==> src/rtl/sr_frame_rx_pkg.sv <==
// Shared types and constants for the serial frame receiver.
// Parity support is enabled by defining SR_FRAME_RX_PARITY_EN.
package sr_frame_rx_pkg;

   localparam int STATE_W = 2;
   localparam logic IDLE_LVL = 1'b1;

   typedef enum logic [STATE_W-1:0] {
      S_IDLE = 2'd0,
      S_DATA = 2'd1,
      S_PAR  = 2'd2,
      S_STOP = 2'd3
   } state_e;

   function automatic int cnt_width(input int w);
      return (w <= 2) ? 1 : $clog2(w);
   endfunction

endpackage

==> src/rtl/sr_rx_shifter.sv <==
// Shift-in register, MSB first, with enable and async active-low clear.
// Built for sr_frame_rx (macro SR_FRAME_RX_PARITY_EN has no effect here).
module sr_rx_shifter #(
   parameter int WIDTH = 4
) (
   input  logic             clk_i,
   input  logic             rst_ni,
   input  logic             en_i,
   input  logic             d_i,
   output logic [WIDTH-1:0] q_o
);

   logic [WIDTH-1:0] sreg_q;
   logic [WIDTH-1:0] sreg_d;

   always_comb begin
      sreg_d = sreg_q;
      if (en_i) sreg_d = {sreg_q[WIDTH-2:0], d_i};
   end

   always_ff @(posedge clk_i or negedge rst_ni) begin
      if (!rst_ni) sreg_q <= '0;
      else         sreg_q <= sreg_d;
   end

   assign q_o = sreg_q;

endmodule

==> src/rtl/sr_frame_rx.sv <==
// Serial frame receiver: start, WIDTH data bits MSB first, stop.
// Define SR_FRAME_RX_PARITY_EN to expect an even-parity bit before stop.
module sr_frame_rx
   import sr_frame_rx_pkg::*;
#(
   parameter int WIDTH = 4
) (
   input  logic             Clk,
   input  logic             MR,
   input  logic             En,
   input  logic             Sin,
   input  logic             Ack,
   output logic [WIDTH-1:0] Q,
   output logic             Valid,
   output logic             Ferr,
   output logic             Ovr,
   output logic             Perr
);

   localparam int CW = cnt_width(WIDTH);

   state_e           state_q, state_d;
   logic [CW-1:0]    cnt_q, cnt_d;
   logic [WIDTH-1:0] q_q, q_d;
   logic             valid_q, valid_d;
   logic             ovr_q, ovr_d;
   logic             ferr_q, ferr_d;
   logic             shift_en;
   logic             frame_ok;
   logic [WIDTH-1:0] sreg;

`ifdef SR_FRAME_RX_PARITY_EN
   logic par_q, par_d;
   logic bad_q, bad_d;
   logic perr_q, perr_d;
   assign frame_ok = !bad_q;
   assign Perr     = perr_q;
`else
   assign frame_ok = 1'b1;
   assign Perr     = 1'b0;
`endif

   sr_rx_shifter #(.WIDTH(WIDTH)) u_shift (
      .clk_i  (Clk),
      .rst_ni (MR),
      .en_i   (shift_en),
      .d_i    (Sin),
      .q_o    (sreg)
   );

   always_comb begin
      state_d  = state_q;
      cnt_d    = cnt_q;
      shift_en = 1'b0;
`ifdef SR_FRAME_RX_PARITY_EN
      par_d    = par_q;
      bad_d    = bad_q;
      perr_d   = 1'b0;
`endif
      if (En) begin
         unique case (state_q)
            S_IDLE: begin
               if (Sin != IDLE_LVL) begin
                  state_d = S_DATA;
                  cnt_d   = '0;
`ifdef SR_FRAME_RX_PARITY_EN
                  par_d   = 1'b0;
                  bad_d   = 1'b0;
`endif
               end
            end
            S_DATA: begin
               shift_en = 1'b1;
               cnt_d    = cnt_q + 1'b1;
`ifdef SR_FRAME_RX_PARITY_EN
               par_d    = par_q ^ Sin;
`endif
               if (cnt_q == CW'(WIDTH - 1)) begin
                  cnt_d = '0;
`ifdef SR_FRAME_RX_PARITY_EN
                  state_d = S_PAR;
`else
                  state_d = S_STOP;
`endif
               end
            end
`ifdef SR_FRAME_RX_PARITY_EN
            S_PAR: begin
               state_d = S_STOP;
               bad_d   = par_q ^ Sin;
               perr_d  = par_q ^ Sin;
            end
`endif
            S_STOP:  state_d = S_IDLE;
            default: state_d = S_IDLE;
         endcase
      end
   end

   // Ack retires the held word; a completion on the same edge reloads it.
   always_comb begin
      q_d     = q_q;
      valid_d = valid_q;
      ovr_d   = ovr_q;
      ferr_d  = 1'b0;
      if (valid_q && Ack) begin
         valid_d = 1'b0;
         ovr_d   = 1'b0;
      end
      if (En && state_q == S_STOP) begin
         if (!Sin) begin
            ferr_d = 1'b1;
         end else if (frame_ok) begin
            if (!valid_q || Ack) begin
               q_d     = sreg;
               valid_d = 1'b1;
            end else begin
               ovr_d = 1'b1;
            end
         end
      end
   end

   always_ff @(posedge Clk or negedge MR) begin
      if (!MR) begin
         state_q <= S_IDLE;
         cnt_q   <= '0;
         q_q     <= '0;
         valid_q <= 1'b0;
         ovr_q   <= 1'b0;
         ferr_q  <= 1'b0;
`ifdef SR_FRAME_RX_PARITY_EN
         par_q   <= 1'b0;
         bad_q   <= 1'b0;
         perr_q  <= 1'b0;
`endif
      end else begin
         state_q <= state_d;
         cnt_q   <= cnt_d;
         q_q     <= q_d;
         valid_q <= valid_d;
         ovr_q   <= ovr_d;
         ferr_q  <= ferr_d;
`ifdef SR_FRAME_RX_PARITY_EN
         par_q   <= par_d;
         bad_q   <= bad_d;
         perr_q  <= perr_d;
`endif
      end
   end

   assign Q     = q_q;
   assign Valid = valid_q;
   assign Ovr   = ovr_q;
   assign Ferr  = ferr_q;

endmodule

==> config.mk <==
export PLATFORM = sky130hd
export DESIGN_NAME = sr_frame_rx
export DESIGN_NICKNAME = d
export VERILOG_FILES = /design/src/rtl/sr_frame_rx_pkg.sv /design/src/rtl/sr_rx_shifter.sv /design/src/rtl/sr_frame_rx.sv
export SDC_FILE = /design/constraint.sdc
export NUM_CORES = 1
export LEC_CHECK = 0
export CORE_AREA = 2 2 39 41
export DETAILED_ROUTE_END_ITERATION = 16
export DIE_AREA = 0 0 41 43
export GPL_TIMING_DRIVEN = 0
export PLACE_DENSITY = 0.74
export SLEW_MARGIN = 5
export SYNTH_ARGS = -nofsm -noshare
export SYNTH_HDL_FRONTEND = slang
export SYNTH_SLANG_ARGS = --single-unit
==> constraint.sdc <==
create_clock -name Clk -period 3.7 [get_ports Clk]
set_input_delay 0.74 -clock Clk [delete_from_list [all_inputs] [get_ports Clk]]
set_output_delay 0.74 -clock Clk [all_outputs]
set_load 0.03 [all_outputs]
* Word level (Yosys, flattened, before mapping)
Cells that the tools add are included.
** Operators by class
- Add/sub/neg operators :: 1
- Equality and inequality tests :: 5
- Mux-type cells :: 18
- Reductions and logical operators :: 9
** Operators by type and width (count)
- $mux W1 :: 12
- $reduce_and A3 Y1 :: 3
- $mux W2 :: 4
- $pmux W2 S2 :: 2
- $eq A2 B2 Y1 const B :: 2
- $ne A2 B2 Y1 const B :: 2
- $add A2 B1 Y2 const B :: 1
- $eq A2 B1 Y1 const B :: 1
- $logic_and A1 B1 Y1 :: 2
- $logic_not A2 Y1 :: 1
- $reduce_bool A2 Y1 :: 1
- $logic_not A1 Y1 :: 1
- $logic_or A1 B1 Y1 :: 1
** Word-level totals
- Register bits :: 15
- Input port bits :: 5
- Output and inout bits :: 8
- Word-level logic and storage cells :: 40

* Logic depth before layout (Yosys ltp)
Gate-level depths: netlist (run 1).
- Word-level depth :: 5
- Gate-level depth with buffers :: 4
- Gate-level depth less buffers :: 3

* Hierarchy
From an unflattened synthesis (run 1), not the netlist that was laid out.
** Second synthesis, totals
- Cell total of the unflattened synthesis :: 46
- Area total of the unflattened synthesis :: 615.6 sq um
** Modules (own cells, without submodules)
- sr_frame_rx :: instances 1, cells each 38, area an instance 470.5 sq um, seq. area each 275.3 sq um
- sr_rx_shifter :: instances 1, cells each 8, area an instance 145.1 sq um, seq. area each 100.1 sq um

* Worst setup path before layout (run 1)
Ideal clock, no wire load.
- Path type :: input-to-reg
- Start point :: input En
- End point :: register q_q[0], in the netlist Q[0]
- Arrival time :: 1.382 ns
- Path slack :: 2.193 ns
- Cell stages on the path :: 3
- Buffers on the path :: 0
- Cell sequence :: nand4_2 a21oi_4 mux2_2
** Between the ends
- Cells in the longest elaborated chain, start to end :: 2
** Ends and longest elaborated chain
- from (decl) :: line sr_frame_rx.sv:10 : input logic En,
- $logic_and A1 B1 Y1 :: line sr_frame_rx.sv:110 : if (En && state_q == S_STOP) begin
- $reduce_and A3 Y1 (no source line)
- to (signal assigned) :: line sr_frame_rx.sv:140 : q_q <= q_d;
- to (decl) :: line sr_frame_rx.sv:24 : logic [WIDTH-1:0] q_q, q_d;
No other way between the ends.
A chain may end at the register's enable or synchronous reset.

* Worst setup path after layout (run 1)
- Start point :: register valid_q, in the netlist Valid
- End point :: output Valid
** RTL lines
- from (decl) :: line sr_frame_rx.sv:25 : logic valid_q, valid_d;
- from (signal assigned) :: line sr_frame_rx.sv:141 : valid_q <= valid_d;
- to (decl) :: line sr_frame_rx.sv:14 : output logic Valid,
No word-level cell between the ends.

==> impl_metrics.tcl, run 1 <==
set metrics [dict create \
    cts_tree "done" \
    wl_per_cell_um 11.9 \
    drive_above_1_share_pct 21.0 \
    holdWs_ps 504 \
    critPathBufInv 1 \
    viasPerCell 5.01 \
    r2r-start "state_q[0]" \
    antenna_cells 0 \
    cts_sinks 15 \
    grt_max_degree 16 \
    crit_type "flip-flop to output pin" \
    maxSlewHeadroom_pct 56.8 \
    grt_pass1_vias 372 \
    critical_path_cell_count 1 \
    ant_nets 0 \
    die_w_um 41 \
    areaGrowthSynthToFinish_pct 25.0 \
    max_stage_delay_ps 700 \
    drt_iter0_drc 4 \
    critPathCaptureType "output pin" \
    outcome "finished clean" \
    synth_area_leaders "dfrtp_1, mux2_2, mux2_1" \
    period_minus_slack_ps 2130 \
    nFillCells 128 \
    grt.total_usage_pct 12.6 \
    required_ps 2960 \
    rows 14 \
    grt_first_pass_wirelength_mm 1.48 \
    crit_path_cell_trace "clkdlybuf4s50_1" \
    setup_viol 0 \
    synth_area_um2 627 \
    hold_buffers 0 \
    r2r_setup_slack_ps 2450 \
    rsz0062_at_grt "false" \
    netlist_instances 47 \
    overflow 0 \
    fmax_mhz 469 \
    wirelength_um 929 \
    drcViolationCount 0 \
    p_leak_uw 0.000353 \
    clock_latency_ps 270 \
    port_buffers 11 \
    vias 391 \
    hold_end "Q[3]" \
    drtPass1Iterations 2 \
    cts-buffers-inserted 3 \
    synth_area_leader_cell "dfrtp_1" \
    crit_fanout 4 \
    seq_area_um2 375 \
    peakVddDrop_mv 0.357 \
    synth_top_area_share_pct 59.9 \
    nets 69 \
    cts_resized 0 \
    final-hold-violation-count 0 \
    rr_endpoint "Q[2]" \
    start_util_pct 45.3 \
    synth_cell_types 19 \
    setup_tns_ps 0 \
    clk_pin_slew_ps 90 \
    yosysWarningCount 0 \
    p_per_area_nw_per_um2 770 \
    slowest_stage "clkdlybuf4s50_1" \
    fin_skew_ps 5.18 \
    clock_path_buffers 2 \
    num_io_pins 13 \
    antenna_found_initial 0 \
    core_um2 1380 \
    avgSynthCellArea_um2 13.3 \
    ys_ff_latch 15 \
    synth_seq_area_share_pct 59.9 \
    syn_nets 53 \
    die_h_um 43 \
    cts_root_buffer "clkbuf_4" \
    critical-path-top-delay-family "buffers and inverters" \
    multiInputGateArea_um2 218 \
    hp-class "flip-flop to flip-flop" \
    slew_viol_final 0 \
    post-route-period-util_pct 57.6 \
    postCtsSetupRepairBufs 0 \
    worstHoldStart "Q[3]" \
    die_area_um2 1760 \
    tightest_slew_ps 646 \
    worstPathArrival_ps 1390 \
    gp_congestion 0.659 \
    max_cap_viol_count 0 \
    htreeDepth 1 \
    crit_path_start_kind "flip-flop" \
    hold_path_depth 1 \
    worstRegToRegCells 3 \
    place_hpwl_um 706 \
]
kinds of logic after synthesis:
logic type               after synthesis  synth area share, %
other                                  1                0.598
adder cells (fa/ha/maj)                1                 2.00
buffers and inverters                  6                 5.39
AND/OR/NAND/NOR                        7                 6.59
flip-flops                            15                 59.9
multiplexers                           8                 14.4
AO/OA/AOI/OAI                          9                 11.2
synth_stat cells:
master,number
dfrtp_1,15
mux2_2,6
inv_1,4
nor2_1,3
a21oi_1,2
a22o_1,2
mux2_1,2
o21ai_0,2
a21oi_4,1
a2bb2oi_1,1
and3b_1,1
buf_4,1
buf_6,1
conb_1,1
ha_1,1
nand2_1,1
nand3_1,1
nand4_2,1
o211ai_1,1
state kept, by name (all words and copies together) (netlist names), named ones only:
signal       cells
u_shift.q_o      4
Valid            1
state_q          2
Q                4
Ferr             1
cnt_q            2
per-stage QoR:
step / utilization (%) / power [µW] / worst slack [ps] / cells / area, µm²
2_1_floorplan: - / 431 / 2190 / 47 / 627
3_3_place_gp: 54.7 / 507 / 1500 / 74 / 757
3_5_place_dp: 54.7 / 518 / 1480 / 74 / 757
4_1_cts: 56.6 / 607 / 1560 / 78 / 783
5_1_grt: 56.6 / 642 / 1510 / 78 / 783
6_report: 56.6 / 603 / 1570 / 78 / 783
layer usage:
layer,up-vias,share of wire (%),track usage (%)
met4,0,0,6.00
met3,0,3.6,3.14
li1,191,-,-
met2,7,49,19.1
met5,-,0,0
met1,193,47,16.3
cells in the final DEF (no fill, tap or decap), drive strengths merged, types with 2 or more instances in the layout:
master / instances
a21oi: 3
clkdlybuf4s50: 11
buf: 2
clkbuf: 4
nor2: 3
inv: 4
mux2: 8
dfrtp: 15
a22o: 2
o21ai: 2
worst max-delay path by stage:
stage                     endpoint  slack [ps]   from
after CTS                    Valid        1560  Valid
after global placement        Q[1]        1500     En
after global routing         Valid        1510  Valid
final                        Valid        1570  Valid
after detailed placement      Q[2]        1480     En
after floorplan               Q[0]        2190     En
cell type report:
type                    count  share of cell area (%)
plain buffers               2                    2.40
flip-flops and latches     15                    47.9
repair buffers             11                    14.1
clock buffers               4                    3.35
well taps                  16                    2.56
multi-input cells          26                    27.8
inverters                   4                    1.92
power breakdown:
part | switching (µW) | internal (µW) | total [µW] | leakage, µW
logic | 113 | 123 | 235 | 0.000150
registers | 47.6 | 231 | 278 | 0.000188
clock network | 47.6 | 41.7 | 89.3 | 0.0000150
(Power assumes the default switching activity.)
==> run 2, diff against run 1 <==
- CORE_AREA: 2 2 39 41 -> not set
- CORE_MARGIN: not set -> 2
- CORE_UTILIZATION: not set -> 42
- DIE_AREA: 0 0 41 43 -> not set
- PLACE_DENSITY: 0.74 -> 0.7
- clock period: 3.7 -> 1.7 ns (I/O delays scaled with it)
==> run 2 against run 1 <==
Compared with the run above:
- core utilization is 1.4 points higher
- highest routed layer is now met4
- combinational power is 110% higher
- first-iteration DRC count is 50% lower
- critical endpoint is now Ovr
- non-clock buffer count stayed put
==> impl_metrics.tcl, run 2 (synthesis results as in run 1) <==
set metrics [dict create \
    drcViolationCount 0 \
    p_per_area_nw_per_um2 1670 \
    grt.total_usage_pct 13.4 \
    tightest_slew_ps 636 \
    seq_area_um2 375 \
    gp_congestion 0.684 \
    pwr-share-seq_pct 46.6 \
    combPwrFrac_pct 38.2 \
    fmax_mhz 610 \
    peakVddDrop_mv 0.720 \
    power_switching_share_pct 34.6 \
    antenna_found_initial 0 \
    setup_viol 0 \
    drt_iter0_drc 2 \
    cts_root_buffer "clkbuf_4" \
    cts_tree "done" \
    fin_area_um2 783 \
    rows 13 \
    critPathBufInv 1 \
    nets 69 \
    start_util_pct 46.4 \
    final_util_pct 58.0 \
    power_switching_uw 452 \
    die_area_um2 1820 \
    clock_latency_ps 270 \
    crit_path_cell_trace "clkdlybuf4s50_1" \
    rsz0062_at_grt "false" \
    worstPathArrival_ps 1300 \
    required_ps 1360 \
    critPathCaptureType "output pin" \
    ant_nets 0 \
    clk_pin_slew_ps 90 \
    dp_cells 73 \
    port_buffers 11 \
    crit_type "flip-flop to output pin" \
    grt_pass1_vias 396 \
    multiInputGateArea_um2 218 \
    fin_cells 77 \
    cts_sinks 15 \
    final-hold-violation-count 0 \
    max_stage_delay_ps 670 \
    wirelength_mm 1.01 \
    antenna_cells 0 \
    slew_viol_final 0 \
    place_hpwl_um 734 \
    placed_cell_area_um2 756 \
    cts-buffers-inserted 3 \
    p_leak_uw 0.000371 \
    clock_path_buffers 2 \
    grt_first_pass_wirelength_mm 1.71 \
    post-route-period-util_pct 96.5 \
    max_cap_viol_count 0 \
    final_cell_mix "dfrtp_1, clkdlybuf4s50_1, mux2_2" \
    die_h_um 42.6 \
    grt_max_degree 16 \
    drtPass1Iterations 2 \
    clock_power_share_pct 15.1 \
    areaGrowthSynthToFinish_pct 25.0 \
    crit_fanout 2 \
    core_um2 1350 \
    critical-path-top-delay-family "buffers and inverters" \
    vias 395 \
    fin_skew_ps 1.55 \
    die_w_um 42.6 \
    slowest_stage "clkdlybuf4s50_1" \
    overflow 0 \
    viasPerCell 5.13 \
    outcome "finished clean" \
    hp-class "input pin to async pin" \
    htreeDepth 1 \
    p_int_uw 855 \
    crit_path_start_kind "flip-flop" \
    period_minus_slack_ps 1640 \
    drive_above_1_share_pct 21.0 \
    wl_per_cell_um 13.1 \
    final_common_cell "dfrtp_1" \
    num_io_pins 13 \
    nFillCells 127 \
    maxSlewHeadroom_pct 57.5 \
]
run 2: power by group through the flow:
stage	Combinational (µW)	Sequential, µW	Clock (µW)
after global routing	538	632	229
after global placement	500	606	0
final	499	609	197
after detailed placement	508	614	0
after CTS	509	609	206
after floorplan	243	695	0
run 2: path summary, 6_finish.rpt:
check                      slack [ps]  startpoint        endpoint  depth (start not counted)
setup / recovery                   60   flip-flop             Ovr                          1
hold / removal                    450          MR      state_q[0]                          1
setup reg to reg                  410  state_q[1]            Q[1]                          3
hold reg to reg                   490        Q[3]            Q[3]                          1
max in group asynchronous         840          MR  u_shift.q_o[3]                          1
min in group Clk                  490        Q[3]            Q[3]                          1
run 2: final cells by class:
class                           instances  area share, %
Tap cell                               15           2.40
Multi-Input combinational cell         26           27.8
Sequential cell                        15           47.9
Inverter                                4           1.92
Timing Repair Buffer                   11           14.2
Clock buffer                            4           3.35
Buffer                                  2           2.40
run 2: repair_timing:
item | CTS | global route
hold buffers | 0 | 0
buffers inserted | 0 | 0
setup endpoints to repair | 1 | 1
pin swaps | 0 | 0
resized for setup | 1 | 1
run 2: per-stage QoR:
| step | hold WS [ps] | TNS, ps | total power [µW] | setup WS, ps |
|---|---|---|---|---|
| after floorplan | 44.4 | 0 | 938 | 516 |
| after global placement | 471 | -327 | 1110 | -87.3 |
| after detailed placement | 474 | -540 | 1120 | -106 |
| after CTS | 474 | 0 | 1320 | 33.3 |
| after global routing | 499 | 0 | 1400 | 1.31 |
| final | 452 | 0 | 1310 | 59.8 |
run 2: metal layers:
metal,global-route usage [%],vias to the layer above,wire length [µm]
li1,-,188,-
met1,14.8,192,433
met2,20.9,11,491
met3,2.59,4,38
met4,13.1,0,43
met5,0,-,0
